--- src/rtl/sram_burst_reader.sv ---
// Burst read initiator for a single-port SRAM macro: issues one read per cycle
// and returns the words on a valid/ready stream through a small return buffer.
module sram_burst_reader #(
    parameter int numWord     = 1024,
    parameter int numBit      = 32,
    parameter int numWordAddr = $clog2(numWord),
    parameter int LEN_W       = numWordAddr + 1,
    parameter int FIFO_DEPTH  = 3
) (
    input  logic                   CLK,
    input  logic                   RSTN,
    input  logic                   cmd_valid,
    output logic                   cmd_ready,
    input  logic [numWordAddr-1:0] cmd_addr,
    input  logic [LEN_W-1:0]       cmd_len,
    output logic                   out_valid,
    input  logic                   out_ready,
    output logic [numBit-1:0]      out_data,
    output logic                   out_last,
    output logic                   busy,
    output logic                   CEB,
    output logic                   WEB,
    output logic [numWordAddr-1:0] A,
    output logic [numBit-1:0]      D,
    input  logic [numBit-1:0]      Q
);

    localparam int PTR_W = $clog2(FIFO_DEPTH);
    localparam int CNT_W = $clog2(FIFO_DEPTH + 1);
    localparam int OCC_W = CNT_W + 1;

    typedef enum logic [1:0] {IDLE, RUN, DRAIN} state_t;

    state_t                 state, state_nxt;
    logic [numWordAddr-1:0] addr_q;
    logic [LEN_W-1:0]       remaining_q;
    logic                   inflight_q;
    logic                   inflight_last_q;

    logic [numBit-1:0]      fifo_data [FIFO_DEPTH];
    logic                   fifo_last [FIFO_DEPTH];
    logic [PTR_W-1:0]       wr_ptr, rd_ptr;
    logic [CNT_W-1:0]       fifo_count;

    logic                   accept, issue, last_issue, push, pop;
    logic [OCC_W-1:0]       occupancy;

    // Issue decision uses only registered state, so CEB/A never see out_ready or cmd_valid.
    always_comb begin
        state_nxt  = state;
        accept     = 1'b0;
        issue      = 1'b0;
        last_issue = 1'b0;
        occupancy  = OCC_W'(fifo_count) + OCC_W'(inflight_q);
        push       = inflight_q;
        pop        = (fifo_count != '0) && out_ready;
        case (state)
            IDLE: begin
                accept = cmd_valid;
                if (cmd_valid && (cmd_len != '0)) begin
                    state_nxt = RUN;
                end
            end
            RUN: begin
                issue      = (remaining_q != '0) && (occupancy < OCC_W'(FIFO_DEPTH));
                last_issue = issue && (remaining_q == LEN_W'(1));
                if (last_issue) begin
                    state_nxt = DRAIN;
                end
            end
            DRAIN: begin
                if (pop && fifo_last[rd_ptr]) begin
                    state_nxt = IDLE;
                end
            end
            default: state_nxt = IDLE;
        endcase
    end

    always_ff @(posedge CLK or negedge RSTN) begin
        if (!RSTN) begin
            state <= IDLE;
        end else begin
            state <= state_nxt;
        end
    end

    always_ff @(posedge CLK or negedge RSTN) begin
        if (!RSTN) begin
            addr_q          <= '0;
            remaining_q     <= '0;
            inflight_q      <= 1'b0;
            inflight_last_q <= 1'b0;
        end else begin
            inflight_q      <= issue;
            inflight_last_q <= last_issue;
            if (accept) begin
                addr_q      <= cmd_addr;
                remaining_q <= cmd_len;
            end else if (issue) begin
                addr_q      <= (addr_q == numWordAddr'(numWord - 1)) ? '0 : addr_q + 1'b1;
                remaining_q <= remaining_q - 1'b1;
            end
        end
    end

    // Return buffer payload needs no reset; occupancy is tracked by the pointers and count.
    always_ff @(posedge CLK) begin
        if (push) begin
            fifo_data[wr_ptr] <= Q;
            fifo_last[wr_ptr] <= inflight_last_q;
        end
    end

    always_ff @(posedge CLK or negedge RSTN) begin
        if (!RSTN) begin
            wr_ptr     <= '0;
            rd_ptr     <= '0;
            fifo_count <= '0;
        end else begin
            if (push) begin
                wr_ptr <= (wr_ptr == PTR_W'(FIFO_DEPTH - 1)) ? '0 : wr_ptr + 1'b1;
            end
            if (pop) begin
                rd_ptr <= (rd_ptr == PTR_W'(FIFO_DEPTH - 1)) ? '0 : rd_ptr + 1'b1;
            end
            case ({push, pop})
                2'b10:   fifo_count <= fifo_count + 1'b1;
                2'b01:   fifo_count <= fifo_count - 1'b1;
                default: fifo_count <= fifo_count;
            endcase
        end
    end

    assign cmd_ready = (state == IDLE);
    assign busy      = (state != IDLE);
    assign out_valid = (fifo_count != '0);
    assign out_data  = fifo_data[rd_ptr];
    assign out_last  = out_valid && fifo_last[rd_ptr];
    assign CEB       = ~issue;
    assign A         = addr_q;
    assign WEB       = 1'b1;
    assign D         = '0;

endmodule

--- config.mk ---
export PLATFORM = sky130hd
export DESIGN_NAME = sram_burst_reader
export DESIGN_NICKNAME = d
export VERILOG_FILES = /design/src/rtl/sram_burst_reader.sv
export SDC_FILE = /design/constraint.sdc
export NUM_CORES = 1
export LEC_CHECK = 0
export CORE_MARGIN = 2
export CORE_UTILIZATION = 50
export DETAILED_ROUTE_END_ITERATION = 8
export PLACE_DENSITY = 0.87
export SKIP_LAST_GASP = 1
export SYNTH_ARGS = -nofsm -noshare
export SYNTH_HDL_FRONTEND = slang
export SYNTH_SLANG_ARGS = --single-unit
export TNS_END_PERCENT = 10
--- constraint.sdc ---
create_clock -name CLK -period 3.78 [get_ports CLK]
set_clock_uncertainty 0.05 [all_clocks]
set_input_delay 0.567 -clock CLK [delete_from_list [all_inputs] [get_ports CLK]]
set_output_delay 0.567 -clock CLK [all_outputs]
set_load 0.005 [all_outputs]
==> reports/qor.yml, run 1 <==
run_status:
  outcome: "finished, final reports clean"
critical_path:
  r2r_slack_ns: 1.38
  max_stage_delay_ns: 0.50
  cp-end-kind: "primary output"
  cpMostUsedCell: "ha_1"
  critPathRequiredTime_ns: 3.16
  path_buf_inv: 1
  critPathLaunchType: "register"
  path_cells: "ha_1 -> ha_1 -> a21oi_1 -> and2_1 -> nand2_4 -> clkdlybuf4s50_1"
  critical_path.max_fanout: 10
  slowest_stage: "clkdlybuf4s50_1"
  critical_path_arrival_ns: 2.62
  path_class: "reg2out"
  cp_top_family: "simple AND/OR/NAND/NOR gates"
timing:
  fin_crit_sh: 0.856
  rsz0062_at_grt: "no"
  setup-violations-final: 0
  fmax_mhz: 309
  setup-tns-final_ns: 0
  post-route-min-period_ns: 3.23
  hold_viol: 0
  drv_slew: 0
  relSlewSlack: 0.537
  worstMarginPinSlew_ns: 0.693
synth:
  async_flop_share: 0.238
  synthDistinctLibCells: 49
  netlist_area_um2: 5710
  synth_cells: 438
  synth_seq_cells: 130
  yosys-top-cells-area: "edfxtp_1, dfrtp_1, mux2i_1"
  yosysWarnings: 0
  synth-main-ff-cell: "edfxtp_1"
  yosys.area.top_type: "edfxtp_1"
  synth_edf_count: 99
  avgSynthCellArea_um2: 13.0
  yosysSeqAreaShare: 0.657
  synth_top_cell_area_share: 0.521
drt:
  wirelength_mm: 11.9
  route.detailed.drc: 0
  ant_nets: 0
  dr_total_vias: 3720
  drtIter0Drc: 294
  drt_pass1_iterations: 7
  wl_per_cell_um: 16.7
  vias_per_cell: 5.25
clock_network:
  numCtsBuffers: 17
  holdBufCountCts: 0
  cts_tree: "done"
  clkTransAtPathRegs_ns: 0.06
  post-cts-setup-buffers: 0
  cts_num_sinks: 130
  cts-resized-gates: 0
  clock_latency_ns: 0.40
  cts_root_buf: "clkbuf_16"
  cts.htree.levels: 4
  clock_tree.buffer_depth: 2
placed_design:
  dp_hpwl_mm: 8.09
  io_buffers: 103
  dp.cells: 677
  place.gp.congestion: 0.877
final_layout:
  fin_util: 0.656
  multiInputGateArea_um2: 1740
  final_common_cell: "clkdlybuf4s50_1"
  seq_area_um2: 3750
  num_antenna_cells: 0
  final_cells: 709
  drive_gt1_frac: 0.0989
  fin_nets: 617
  fill_cells: 831
  syn_to_final_growth_pct: 29.5
  most-common-layout-cells: "clkdlybuf4s50_1, edfxtp_1, nand2_1, o21ai_0, mux2i_1"
flow_run:
  maxCapViolCount: 0
floorplan:
  die_w_um: 111
  rows: 39
  die_h_um: 111
  dieArea_um2: 12300
  core_area_um2: 11300
  io_pins: 137
  initial_core_util: 0.506
power_and_ir_drop:
  power_density_nw_per_um2: 823
  p_leak_nw: 2.78
  peakVddDrop_uv: 500
grt:
  grt_pass1_wl_mm: 19.0
  grt.total_usage: 0.197
  gr-total-overflow: 0
  grt_pass1_vias: 3766
  antenna_found_initial: 0
  grt_max_degree: 48
min_path:
  min_path_type: "reg2reg"
-- worst register-to-register path, stage by stage (launching register included) --
cell and delay, ns:
dfrtp_1 0.43, ha_1 0.20, ha_1 0.26, a21oi_1 0.22, and2_1 0.43, nand2_4 0.19, and3_2 0.24, a221o_1 0.27
-- metal layers --
layer  track usage  wire [µm]  vias to the layer above
met5             0          0                        -
met2         0.347       6090                      164
li1              -          -                     1790
met3        0.0432        747                        6
met4        0.0517         38                        0
met1         0.248       4980                     1760
-- final timing paths --
check                                 from             end  cells after the start
min                        inflight_last_q    fifo_last[2]                      0
min in group asynchronous             RSTN  remaining_q[4]                      1
max reg2reg                  fifo_count[0]            A[1]                      7
max in group asynchronous             RSTN            A[4]                      2
max                          fifo_count[0]             CEB                      6
min reg2reg                inflight_last_q    fifo_last[2]                      0
-- logic make-up after synthesis --
| logic type | count (synthesis) | share of synthesized area |
|---|---|---|
| other | 2 | 0.00132 |
| buffers and inverters | 59 | 0.0623 |
| muxes | 34 | 0.0596 |
| and+or+nand+nor | 115 | 0.103 |
| adders and majority gates | 7 | 0.0153 |
| DFF | 130 | 0.657 |
| AOI/OAI and AO/OA | 80 | 0.0851 |
| xor gates and xnor gates | 11 | 0.0169 |
-- state kept, by name, indices dropped and copies added (netlist names) --
register,flops
A,10
fifo_count,2
fifo_data,96
fifo_last,3
inflight_last_q,1
inflight_q,1
rd_ptr,2
remaining_q,11
state,2
wr_ptr,2
-- stage by stage --
stage | setup slack (ns) | hold slack (ns) | power [W] | area, µm²
floorplan | 0.298 | 0.221 | 0.00351 | 5820
global placement | 1.04 | 0.394 | 0.00447 | 6820
detailed placement | 0.970 | 0.414 | 0.00455 | 6820
CTS | 0.542 | 0.425 | 0.00613 | 7390
global route | 0.420 | 0.435 | 0.00644 | 7390
finish | 0.545 | 0.428 | 0.00608 | 7390
-- final cells by class --
class / instances / share of cell area
flip-flops and latches: 130 / 0.508
multi-input cells: 280 / 0.235
repair buffers: 113 / 0.150
clock buffers: 18 / 0.0581
well taps: 143 / 0.0242
clock inverters: 14 / 0.0195
inverters: 11 / 0.00626
-- cell usage after synthesis, types with 4 or more instances --
library cell / n
a21o_1: 4
a21oi_1: 11
a221o_1: 4
buf_2: 4
buf_4: 33
clkbuf_1: 10
dfrtp_1: 31
edfxtp_1: 99
ha_1: 7
inv_1: 10
mux2i_1: 34
nand2_1: 47
nand3_1: 7
nand4_1: 5
nor2_1: 21
nor3_1: 11
nor3b_1: 4
o21a_1: 5
o21ai_0: 43
xnor2_1: 6
xor2_1: 5
-- power breakdown --
part	internal [W]	switching, W
clock	0.000925	0.000630
sequential	0.00205	0.000354
combinational	0.00108	0.00104
total	0.00406	0.00202
Note: power is estimated with default switching activity, not from simulation.
==> run 2: changes to the inputs <==
--- a/config.mk
+++ b/config.mk
@@ -6,9 +6,9 @@
 export NUM_CORES = 1
 export LEC_CHECK = 0
 export CORE_MARGIN = 2
-export CORE_UTILIZATION = 50
+export CORE_UTILIZATION = 54
 export DETAILED_ROUTE_END_ITERATION = 8
-export PLACE_DENSITY = 0.87
+export PLACE_DENSITY = 0.9
 export SKIP_LAST_GASP = 1
 export SYNTH_ARGS = -nofsm -noshare
 export SYNTH_HDL_FRONTEND = slang
==> constraint.sdc (replaced) <==
create_clock -name CLK -period 3.8 [get_ports CLK]
set_clock_uncertainty 0.05 [all_clocks]
set_input_delay 0.57 -clock CLK [delete_from_list [all_inputs] [get_ports CLK]]
set_output_delay 0.57 -clock CLK [all_outputs]
set_load 0.005 [all_outputs]
==> reports/qor.yml, run 2 (synthesis gave the netlist of run 1 again) <==
clock_network:
  clock_latency_ns: 0.50  # was 0.40 ns
  cts_tree: "done"  # unchanged
  post-cts-setup-buffers: 0  # unchanged
  holdBufCountCts: 0  # unchanged
  cts_root_buf: "clkbuf_8"  # was clkbuf_16
  cts-resized-gates: 0  # unchanged
  cts_num_sinks: 130  # unchanged
  clock_tree.buffer_depth: 2  # unchanged
  cts.htree.levels: 4  # unchanged
  numCtsBuffers: 17  # unchanged
  clkTransAtPathRegs_ns: 0.06  # about the same
floorplan:
  die_w_um: 107  # was 111 µm
  dieArea_um2: 11400  # was 12300 µm²
  io_pins: 137  # unchanged
  die_h_um: 107  # was 111 µm
  core_area_um2: 10300  # was 11300 µm²
  initial_core_util: 0.555  # was 0.506
  rows: 37  # was 39
placed_design:
  place.gp.congestion: 0.945  # was 0.877
  io_buffers: 103  # unchanged
  dp_hpwl_mm: 8.21  # was 8.09 mm
  place_ws_ns: 0.973  # was 0.970 ns
  placedInstanceArea_um2: 6790  # was 6820 µm²
flow_run:
  maxCapViolCount: 0  # unchanged
final_layout:
  fin_util: 0.718  # was 0.656
  fill_cells: 691  # was 831
  top_register: "fifo_data"  # unchanged
  num_antenna_cells: 0  # unchanged
  drive_gt1_frac: 0.0957  # was 0.0989
  syn_to_final_growth_pct: 29.3  # was 29.5%
  largest_register_ffs: 96  # unchanged
  final_common_cell: "clkdlybuf4s50_1"  # unchanged
  stdcell_area_um2: 7380  # was 7390 µm²
  most-common-layout-cells: "clkdlybuf4s50_1, edfxtp_1, nand2_1, o21ai_0, mux2i_1"  # unchanged
  fin_nets: 615  # was 617
power_and_ir_drop:
  p_clk_frac: 0.259  # was 0.256
  switchingPower_w: 0.00206  # was 0.00202 W
  peakVddDrop_uv: 460  # was 500 µV
  p_seq_frac: 0.391  # was 0.395
  p_sw_frac: 0.336  # was 0.333
  p_leak_nw: 2.78  # about the same
  p_int_w: 0.00406  # about the same
  pwr-share-comb: 0.349  # was 0.350
  power_density_nw_per_um2: 829  # was 823 nW/µm²
timing:
  relSlewSlack: 0.327  # was 0.537
  setup-violations-final: 0  # unchanged
  drv_slew: 0  # unchanged
  hold_viol: 0  # unchanged
  timing.hold.ws_ns: 0.435  # was 0.428 ns
  post-route-min-period_ns: 3.36
  rsz0062_at_grt: "no"  # unchanged
  worst_slack_ns: 0.438  # was 0.545 ns
  worstMarginPinSlew_ns: 1.01  # was 0.693 ns
  setup-tns-final_ns: 0  # unchanged
  fin_crit_sh: 0.885
  fmax_mhz: 297
drt:
  dr_total_vias: 3870  # was 3720
  route.detailed.drc: 0  # unchanged
  vias_per_cell: 5.53  # was 5.25
  wirelength_mm: 12.5  # was 11.9 mm
  drt_pass1_iterations: 4  # was 7
  drtIter0Drc: 258  # was 294
  wl_per_cell_um: 17.9  # was 16.7 µm
  ant_nets: 0  # unchanged
grt:
  gr-total-overflow: 0  # unchanged
  grt_max_degree: 70  # was 48
  antenna_found_initial: 0  # unchanged
  grt_pass1_vias: 3977  # was 3766
  grt.total_usage: 0.228  # was 0.197
  grt_pass1_wl_mm: 19.8  # was 19.0 mm
critical_path:
  max_stage_delay_ns: 0.51  # was 0.50 ns
  path_class: "reg2out"  # unchanged
  cpMostUsedCell: "ha_1"  # unchanged
  critPathRequiredTime_ns: 3.18  # was 3.16 ns
  critical_path_arrival_ns: 2.74  # was 2.62 ns
  path_cells: "ha_1 -> ha_1 -> a21oi_1 -> and2_1 -> nand2_4 -> clkdlybuf4s50_1"  # unchanged
  cp-end-kind: "primary output"  # unchanged
  slowest_stage: "clkdlybuf4s50_1"  # unchanged
  cp_top_family: "simple AND/OR/NAND/NOR gates"  # unchanged
  path_buf_inv: 1  # unchanged
  critPathLaunchType: "register"  # unchanged
  critical_path.max_fanout: 10  # unchanged
run_status:
  outcome: "finished, final reports clean"  # unchanged
min_path:
  min_path_type: "reg2reg"  # unchanged
-- run 2: cell types whose count changed in the layout (fill, tap and decap cells not counted) --
cell	change
inv_8	+1
clkinvlp_4	-1
bufinv_16	+1
buf_4	-2
clkbuf_16	-1
inv_6	-1
clkinv_1	+1
clkbuf_8	+1
clkbuf_1	-1
-- run 2: final cells by class --
type                            instances  area [µm²]  area share
Clock buffer                           17         414      0.0561
Sequential cell                       130        3750       0.508
Inverter                               11        46.3     0.00627
Timing Repair Buffer                  111        1090       0.148
Clock inverter                         15         173      0.0234
Multi-Input combinational cell        280        1740       0.235
Tap cell                              136         170      0.0231
-- run 2: worst paths after layout --
check | depth (start not counted) | slack (ns) | to | start
worst min register to register | 0 | 0.43 | fifo_last[2] | inflight_last_q
worst max-delay path | 6 | 0.44 | CEB | fifo_count[0]
worst min-delay path | 0 | 0.43 | fifo_last[2] | inflight_last_q
min in group asynchronous | 1 | 0.53 | A[1] | RSTN
worst max register to register | 7 | 1.35 | A[4] | fifo_count[0]
max in group asynchronous | 2 | 2.45 | inflight_last_q | RSTN
-- run 2: per-layer routing --
layer,global-route usage,wire (µm)
met5,0,0
met3,0.0584,798
met2,0.395,6610
met1,0.282,4990
met4,0.0659,121
-- run 2: worst reg2reg max path, delay by kind of cell, from the launching register on --
family / cells / cell delay, ns
flops: 1 / 0.43
fa+ha+maj: 2 / 0.46
compound gates: 3 / 0.82
simple gates: 2 / 0.63
-- run 2: stage by stage --
stage | total power [W] | cells
floorplan | 0.00350 | 469
global placement | 0.00442 | 668
detailed placement | 0.00452 | 668
CTS | 0.00615 | 700
global route | 0.00647 | 700
finish | 0.00612 | 700
-- run 2: power by group through the flow --
stage | sequential, W | clock, W | combinational (W)
2_1_floorplan | 0.00227 | 0 | 0.00123
3_3_place_gp | 0.00237 | 0 | 0.00205
3_5_place_dp | 0.00241 | 0 | 0.00211
4_1_cts | 0.00239 | 0.00161 | 0.00215
5_1_grt | 0.00245 | 0.00167 | 0.00234
6_report | 0.00239 | 0.00159 | 0.00214
